--- config.mk ---
export PLATFORM = sky130hd
export DESIGN_NAME = sumador_16bits
export DESIGN_NICKNAME = d
export VERILOG_FILES = /design/src/rtl/sumador_16bits_pkg.sv /design/src/rtl/sumador_1bit.sv /design/src/rtl/sumador_16bits.sv
export SDC_FILE = /design/constraint.sdc
export NUM_CORES = 1
export LEC_CHECK = 0
export ABC_CLOCK_PERIOD_IN_PS = 1100
export BUFFER_PORTS_ARGS = -buffer_cell sky130_fd_sc_hd__buf_2
export CAP_MARGIN = 20
export CORE_ASPECT_RATIO = 0.7
export CORE_MARGIN = 1
export CORE_UTILIZATION = 45
export CTS_CLUSTER_SIZE = 25
export DETAILED_ROUTE_END_ITERATION = 8
export HOLD_SLACK_MARGIN = 0.05
export PLACE_DENSITY = 0.79
export SLEW_MARGIN = 20
export SYNTH_ARGS = -nofsm -noshare
export SYNTH_HDL_FRONTEND = slang
export SYNTH_SLANG_ARGS = --single-unit
--- constraint.sdc ---
create_clock -name clk -period 1.1 [get_ports clk]
set_clock_uncertainty 0.05 [all_clocks]
set_input_delay 0.055 -clock clk [delete_from_list [all_inputs] [get_ports clk]]
set_output_delay 0.055 -clock clk [all_outputs]
set_load 0.02 [all_outputs]
--- src/rtl/sumador_16bits_pkg.sv ---
// -----------------------------------------------------------------------------
// sumador_16bits_pkg
//
// Shared definitions for the registered ripple-carry adder/subtractor.
//
// Contents:
//   SUMADOR_WIDTH : default operand/result width (16)
//   OP_ADD        : value of the control input that selects a + b
//   OP_SUB        : value of the control input that selects a - b
//   sumador_op_e  : enum view of the control encodings
// -----------------------------------------------------------------------------
package sumador_16bits_pkg;

  // Default datapath width for the adder/subtractor.
  localparam int SUMADOR_WIDTH = 16;

  // Operation select encodings carried on the 1-bit control input.
  localparam logic OP_ADD = 1'b1;
  localparam logic OP_SUB = 1'b0;

  typedef enum logic {
    SUMADOR_SUB = 1'b0,
    SUMADOR_ADD = 1'b1
  } sumador_op_e;

endpackage : sumador_16bits_pkg

--- src/rtl/sumador_1bit.sv ---
// -----------------------------------------------------------------------------
// sumador_1bit
//
// One-bit full adder cell; WIDTH of these are chained by the top level to
// form the ripple-carry datapath.
//
// Ports:
//   a    (in)  operand bit A
//   b    (in)  operand bit B (already conditioned for add/subtract)
//   cin  (in)  carry in from the lower bit
//   sum  (out) sum bit
//   cout (out) carry out to the next bit
// -----------------------------------------------------------------------------
module sumador_1bit (
  input  logic a,
  input  logic b,
  input  logic cin,
  output logic sum,
  output logic cout
);

  logic a_xor_b;

  assign a_xor_b = a ^ b;
  assign sum     = a_xor_b ^ cin;
  // Carry is generated by a&b or propagated through a^b.
  assign cout    = (a & b) | (a_xor_b & cin);

endmodule : sumador_1bit

--- src/rtl/sumador_16bits.sv ---
// -----------------------------------------------------------------------------
// sumador_16bits
//
// Registered unsigned adder/subtractor built from a ripple chain of
// sumador_1bit cells. One result per cycle, one cycle of latency, no
// handshake: a, b and control are sampled on every rising edge.
//
// Subtraction is two's complement: B is inverted and the chain carry-in is 1.
// The overflow flag is the chain carry-out on add and the inverted carry-out
// (a borrow, i.e. a < b) on subtract.
//
// Reset is asserted asynchronously (outputs clear immediately) and released
// through a two-flop synchronizer, so the output registers leave reset on a
// clean clock edge. The first edge after the synchronized release loads a
// valid result.
//
// Ports:
//   clk      (in)  clock, rising edge active
//   rst_n    (in)  asynchronous active-low reset
//   a        (in)  operand A, unsigned, WIDTH bits
//   b        (in)  operand B, unsigned, WIDTH bits
//   control  (in)  1 = add (a+b), 0 = subtract (a-b)
//   result   (out) registered low WIDTH bits of the selected operation
//   overflow (out) registered carry (add) / borrow (subtract)
// -----------------------------------------------------------------------------
module sumador_16bits
  import sumador_16bits_pkg::*;
#(
  parameter int WIDTH = SUMADOR_WIDTH
) (
  input  logic             clk,
  input  logic             rst_n,
  input  logic [WIDTH-1:0] a,
  input  logic [WIDTH-1:0] b,
  input  logic             control,
  output logic [WIDTH-1:0] result,
  output logic             overflow
);

  // ---------------------------------------------------------------------------
  // Reset synchronizer: assert asynchronously, release after two edges.
  // ---------------------------------------------------------------------------
  logic [1:0] rst_sync_q;
  logic [1:0] rst_sync_d;
  logic       rst_n_sync;

  assign rst_sync_d = {rst_sync_q[0], 1'b1};

  always_ff @(posedge clk or negedge rst_n) begin
    if (!rst_n) begin
      rst_sync_q <= 2'b00;
    end else begin
      rst_sync_q <= rst_sync_d;
    end
  end

  assign rst_n_sync = rst_sync_q[1];

  // ---------------------------------------------------------------------------
  // Operand conditioning: invert B and inject carry-in 1 for subtraction.
  // ---------------------------------------------------------------------------
  logic [WIDTH-1:0] b_eff;
  logic             carry_in;

  assign b_eff    = (control == OP_ADD) ? b : ~b;
  assign carry_in = (control == OP_SUB);

  // ---------------------------------------------------------------------------
  // Ripple-carry chain. carry[0] is the chain input, carry[WIDTH] the output.
  // ---------------------------------------------------------------------------
  logic [WIDTH:0]   carry;
  logic [WIDTH-1:0] sum;

  assign carry[0] = carry_in;

  for (genvar i = 0; i < WIDTH; i++) begin : g_chain
    sumador_1bit u_bit (
      .a   (a[i]),
      .b   (b_eff[i]),
      .cin (carry[i]),
      .sum (sum[i]),
      .cout(carry[i+1])
    );
  end

  // ---------------------------------------------------------------------------
  // Output registers.
  // ---------------------------------------------------------------------------
  logic [WIDTH-1:0] result_d;
  logic [WIDTH-1:0] result_q;
  logic             overflow_d;
  logic             overflow_q;

  assign result_d = sum;
  // In subtract mode a carry-out of 1 means no borrow, so the flag is inverted.
  assign overflow_d = (control == OP_ADD) ? carry[WIDTH] : ~carry[WIDTH];

  // The raw rst_n is also in the clear term so the outputs drop immediately
  // on assertion, without waiting for the synchronizer to respond.
  logic out_rst_n;
  assign out_rst_n = rst_n & rst_n_sync;

  always_ff @(posedge clk or negedge out_rst_n) begin
    if (!out_rst_n) begin
      result_q   <= '0;
      overflow_q <= 1'b0;
    end else begin
      result_q   <= result_d;
      overflow_q <= overflow_d;
    end
  end

  assign result   = result_q;
  assign overflow = overflow_q;

endmodule : sumador_16bits

# Word-level counts from Yosys, hierarchy flattened
# Cells that the tools add are included.
# Widths: inputs -> output; s select.
# classes
muxes	2
bitwise_logic	84
# ops
cell	n
$and 1x1->1	33
$xor 1x1->1	32
$mux 16	1
$not 16->16	1
$or 1x1->1	16
$not 1->1	2
$mux 1	1
# totals
ff_bits	19
word_cells	89
inputBits	35
output_inout_bits	17

# Logic depth before layout (Yosys ltp)
# logic_depth
word_depth	37
depth_mapped	20
mapped_depth_nobuf	18

# Modules after synthesis
# Synthesis repeated with hierarchy kept, for this count alone.
# unflattened
hier_cells	57
area_unflattened_um2	989.7
# modules_own_cells
module	cells_per_inst	instances	area_each_um2	seq_area_each_um2
sumador_16bits	41	1	669.4	475.5
sumador_1bit	1	16	20.0	0.0

# Least setup slack after synthesis
# Ideal clock, no wire load.
# synth_timing
path_kind	input to register
startpoint	input port control
endpoint	register overflow_q, in the netlist overflow
slack_ps	-5348
arrival_ps	6276
required_ps	928
setup_time_ps	122
n_path_buf	2
stages	20
cell_sequence	buf_6 > buf_12 > nor2_2 > a21oi_1 > fa_1 > fa_1 > fa_1 > fa_1 > fa_1 > fa_1 > fa_1 > fa_1 > fa_1 > fa_1 > fa_1 > fa_1 > fa_1 > fa_1 > fa_1 > xor2_1
# synth_between
elab_chain_cells	36
elab_cells_between_ends	68
classes_between	mux (2); bitwise (66)
# synth_lines
element	line_no	text
start: declaration	sumador_16bits.sv:35	input logic control,
$mux 16	sumador_16bits.sv:65	assign b_eff = (control == OP_ADD) ? b : ~b;
$xor 1x1->1	sumador_1bit.sv:24	assign a_xor_b = a ^ b;
$and 1x1->1	sumador_1bit.sv:27	assign cout = (a & b) | (a_xor_b & cin);
$or 1x1->1	sumador_1bit.sv:27	
$and 1x1->1	sumador_1bit.sv:27	
$or 1x1->1	sumador_1bit.sv:27	
$and 1x1->1	sumador_1bit.sv:27	
$or 1x1->1	sumador_1bit.sv:27	
[... 21 more ...]	n/a	
$or 1x1->1	sumador_1bit.sv:27	
$and 1x1->1	sumador_1bit.sv:27	
$or 1x1->1	sumador_1bit.sv:27	
$and 1x1->1	sumador_1bit.sv:27	
$or 1x1->1	sumador_1bit.sv:27	
$not 1->1	sumador_16bits.sv:96	assign overflow_d = (control == OP_ADD) ? carry[WIDTH] : ~carry[WIDTH];
$mux 1 *	sumador_16bits.sv:96	
net overflow_d	sumador_16bits.sv:91	logic overflow_d;
end signal: assignment	sumador_16bits.sv:109	overflow_q <= overflow_d;
end: declaration	sumador_16bits.sv:92	logic overflow_q;
# The timed path passes the listed nets; every way through them passes the cells marked *.

# Worst setup path in the final report
# Ends and elaborated chain as after synthesis.

==> results.json <==
{
  "clock-root-buffer": "clkbuf_4",
  "drcViolationCount": 0,
  "max_cap_viol_count": 0,
  "end_kind": "flop",
  "clkTransAtPathRegs_ps": 90,
  "grt_pass1_vias": 772,
  "cts_tree": "yes",
  "syn_to_final_growth_pct": 40.07,
  "yosys_warnings": 0,
  "synth_top_family_by_area": "adder cells",
  "status": "finished, violations left",
  "p_int_mw": 1.367,
  "grt.overflow.total": 0,
  "io_pins": 52,
  "clock_latency_ps": 280,
  "synthAdderAreaFrac_pct": 27.55,
  "switching_share_pct": 35.25,
  "vdd_drop_max_mv": 0.6386,
  "path_max_fanout": 3,
  "synthCells": 87,
  "firstDrtPassIters": 2,
  "critPathArrivalTime_ps": 5780,
  "final_common_cell": "buf_2",
  "power_switching_mw": 0.7444,
  "use_met2_pct": 32.53,
  "htreeDepth": 1,
  "combinationalPowerShare_pct": 41.9,
  "yosysSeqAreaShare_pct": 43.63,
  "chipWidth_um": 60.82,
  "hp-class": "primary input to flop",
  "final_cells": 182,
  "row_count": 14,
  "grt_usage_pct": 16.66,
  "start_util_pct": 48.99,
  "muxShareOfSynthArea_pct": 0,
  "vias": 724,
  "max-clock-path-buffers": 2,
  "slew_violations": 0,
  "synth-compound-area-share_pct": 0.4592,
  "required_ps": 1220,
  "nFillCells": 178,
  "cts_buffers": 3,
  "grtUsageMet1_pct": 15.26,
  "synth_xor_area_share_pct": 13.66,
  "syn-cell-area_mm2": 0.001090,
  "cp-start-kind": "primary input",
  "synth_simple_gate_area_share_pct": 1.148,
  "dp.cells": 173,
  "antenna_found_initial": 0,
  "n_antenna_cell": 0,
  "finalCritPeriodShare_pct": 514.4,
  "clkSinkCount": 19,
  "fmax_mhz": 176.7,
  "grt_max_degree": 18,
  "p_per_area_mw_per_mm2": 1383,
  "drive_gt1_share_pct": 51.33,
  "p_seq_share_pct": 43.0,
  "rsz0062_at_grt": "yes",
  "grtUsageMet3_pct": 6.402,
  "synth_cell_types": 10,
  "power_leakage_nw": 0.8384,
  "antenna_left": 0,
  "p_clk_share_pct": 15.1,
  "holdPathStages": 4,
  "syn_avg_cell_area_um2": 12.53,
  "post_drt_wl_per_cell_um": 9.665,
  "grt_pass1_wl_mm": 2.987,
  "synth.top_cell.area_share_pct": 43.63,
  "synth_fp_nets": 137,
  "fin_ws_ps": -4559,
  "finalNetCount": 201,
  "hold_violations": 0,
  "synth_top_area_cell": "dfrtp_1",
  "dpl.hpwl_mm": 1.511,
  "drt_iter0_markers": 3,
  "violations": "negative setup slack",
  "port_buffers": 51,
  "busiest_layer": "met2",
  "setup_violations": 15,
  "power_mw": 2.112,
  "layout_common_cells": "buf_2, inv_1, dfrtp_1",
  "netlist_top_cells_area": "dfrtp_1, fa_1, xor2_1",
  "routabilityCongestion": 0.6631,
  "die_h_um": 43.18,
  "routed_wl_mm": 1.759,
  "vias_per_cell": 3.978,
  "core_mm2": 0.002225,
  "period_minus_slack_ps": 5659,
  "criticalPathCategory": "primary input to flop",
  "die_area_mm2": 0.002626,
  "r2r_cells": 2,
  "ys_ff_latch": 19
}
-- logic make-up (layout without fill, tap and decap cells) --
| group | Yosys count | in the layout |
|---|---|---|
| xor+xnor | 17 | 17 |
| other cells | 1 | 1 |
| buf+inv | 32 | 95 |
| flops | 19 | 19 |
| simple gates | 2 | 2 |
| compound gates | 1 | 1 |
| fa+ha+maj | 15 | 15 |
-- path summary, 6_finish.rpt --
path / startpoint / endpoint / slack (ps)
hold reg to reg: rst_sync_q[1]$_DFF_PN0_ / result[3]$_DFF_PN0_ / 250
setup reg to reg: rst_sync_q[1]$_DFF_PN0_ / result[10]$_DFF_PN0_ / 570
min in group asynchronous: rst_sync_q[1]$_DFF_PN0_ / result[3]$_DFF_PN0_ / 250
max in group asynchronous: rst_n / rst_sync_q[1]$_DFF_PN0_ / 300
hold / removal: a[15] / result[15]$_DFF_PN0_ / 110
setup / recovery: control / overflow$_DFF_PN0_ / -4560
-- power groups by stage --
stage	Clock, mW	Combinational [mW]	Sequential, mW
floorplan	0	0.321	1.17
global placement	0	0.839	0.924
detailed placement	0	0.884	0.923
CTS	0.337	0.904	0.908
global route	0.369	0.999	0.932
finish	0.319	0.885	0.908
-- cells in the mapped netlist, drive strengths merged --
| master | n |
|---|---|
| nor2 | 1 |
| dfrtp | 19 |
| buf | 2 |
| inv | 30 |
| fa | 15 |
| conb | 1 |
| xor2 | 17 |
| a21oi | 1 |
| and2 | 1 |
-- routing by layer --
layer  routed length, µm  share of wire (%)
met5                   0                  0
met4                  31                1.8
met3                  94                5.3
met2                1026                 58
met1                 607                 35
-- registers in the layout (all words and copies together) (netlist names) --
signal,flops
overflow,1
result,16
rst_sync_q,2
-- repair_timing --
item / CTS / global route
endpoints found under the setup margin: 15 / 15
endpoints found under the hold margin: 20 / 0
resized for setup: 4 / 0
hold buffers: 4 / 0
buffers inserted: 1 / 0
-- worst max-delay path: stages --
cell and delay, ps:
buf_8 110, xor2_2 170, fa_2 360, fa_2 350, fa_2 350, fa_2 340, fa_2 350, fa_2 350
fa_2 340, fa_2 360, fa_2 350, fa_2 350, fa_2 350, fa_2 380, fa_2 360, fa_2 340
fa_1 380, xor2_1 150
-- cell type report --
| class | instances | area [µm²] | area share [%] |
|---|---|---|---|
| Timing Repair Buffer | 61 | 350.3 | 22.95 |
| Multi-Input combinational cell | 36 | 521.8 | 34.18 |
| Sequential cell | 19 | 475.5 | 31.15 |
| Tap cell | 32 | 40.04 | 2.623 |
| Inverter | 30 | 112.6 | 7.377 |
| Clock buffer | 4 | 26.28 | 1.721 |
-- through the flow --
| step | hold WS, ps | utilization (%) | instance area, µm² | setup TNS [ps] | worst slack [ps] |
|---|---|---|---|---|---|
| after floorplan | -290.6 | - | 1142 | -40980 | -4766 |
| after global placement | -205.3 | 64.51 | 1435 | -41230 | -4843 |
| after detailed placement | -203.1 | 64.51 | 1435 | -42310 | -4946 |
| after CTS | 106.6 | 68.62 | 1526 | -36860 | -4589 |
| after global routing | 134.0 | 68.62 | 1526 | -37380 | -4646 |
| final | 113.0 | 68.62 | 1526 | -36650 | -4559 |
(Power assumes the default switching activity.)
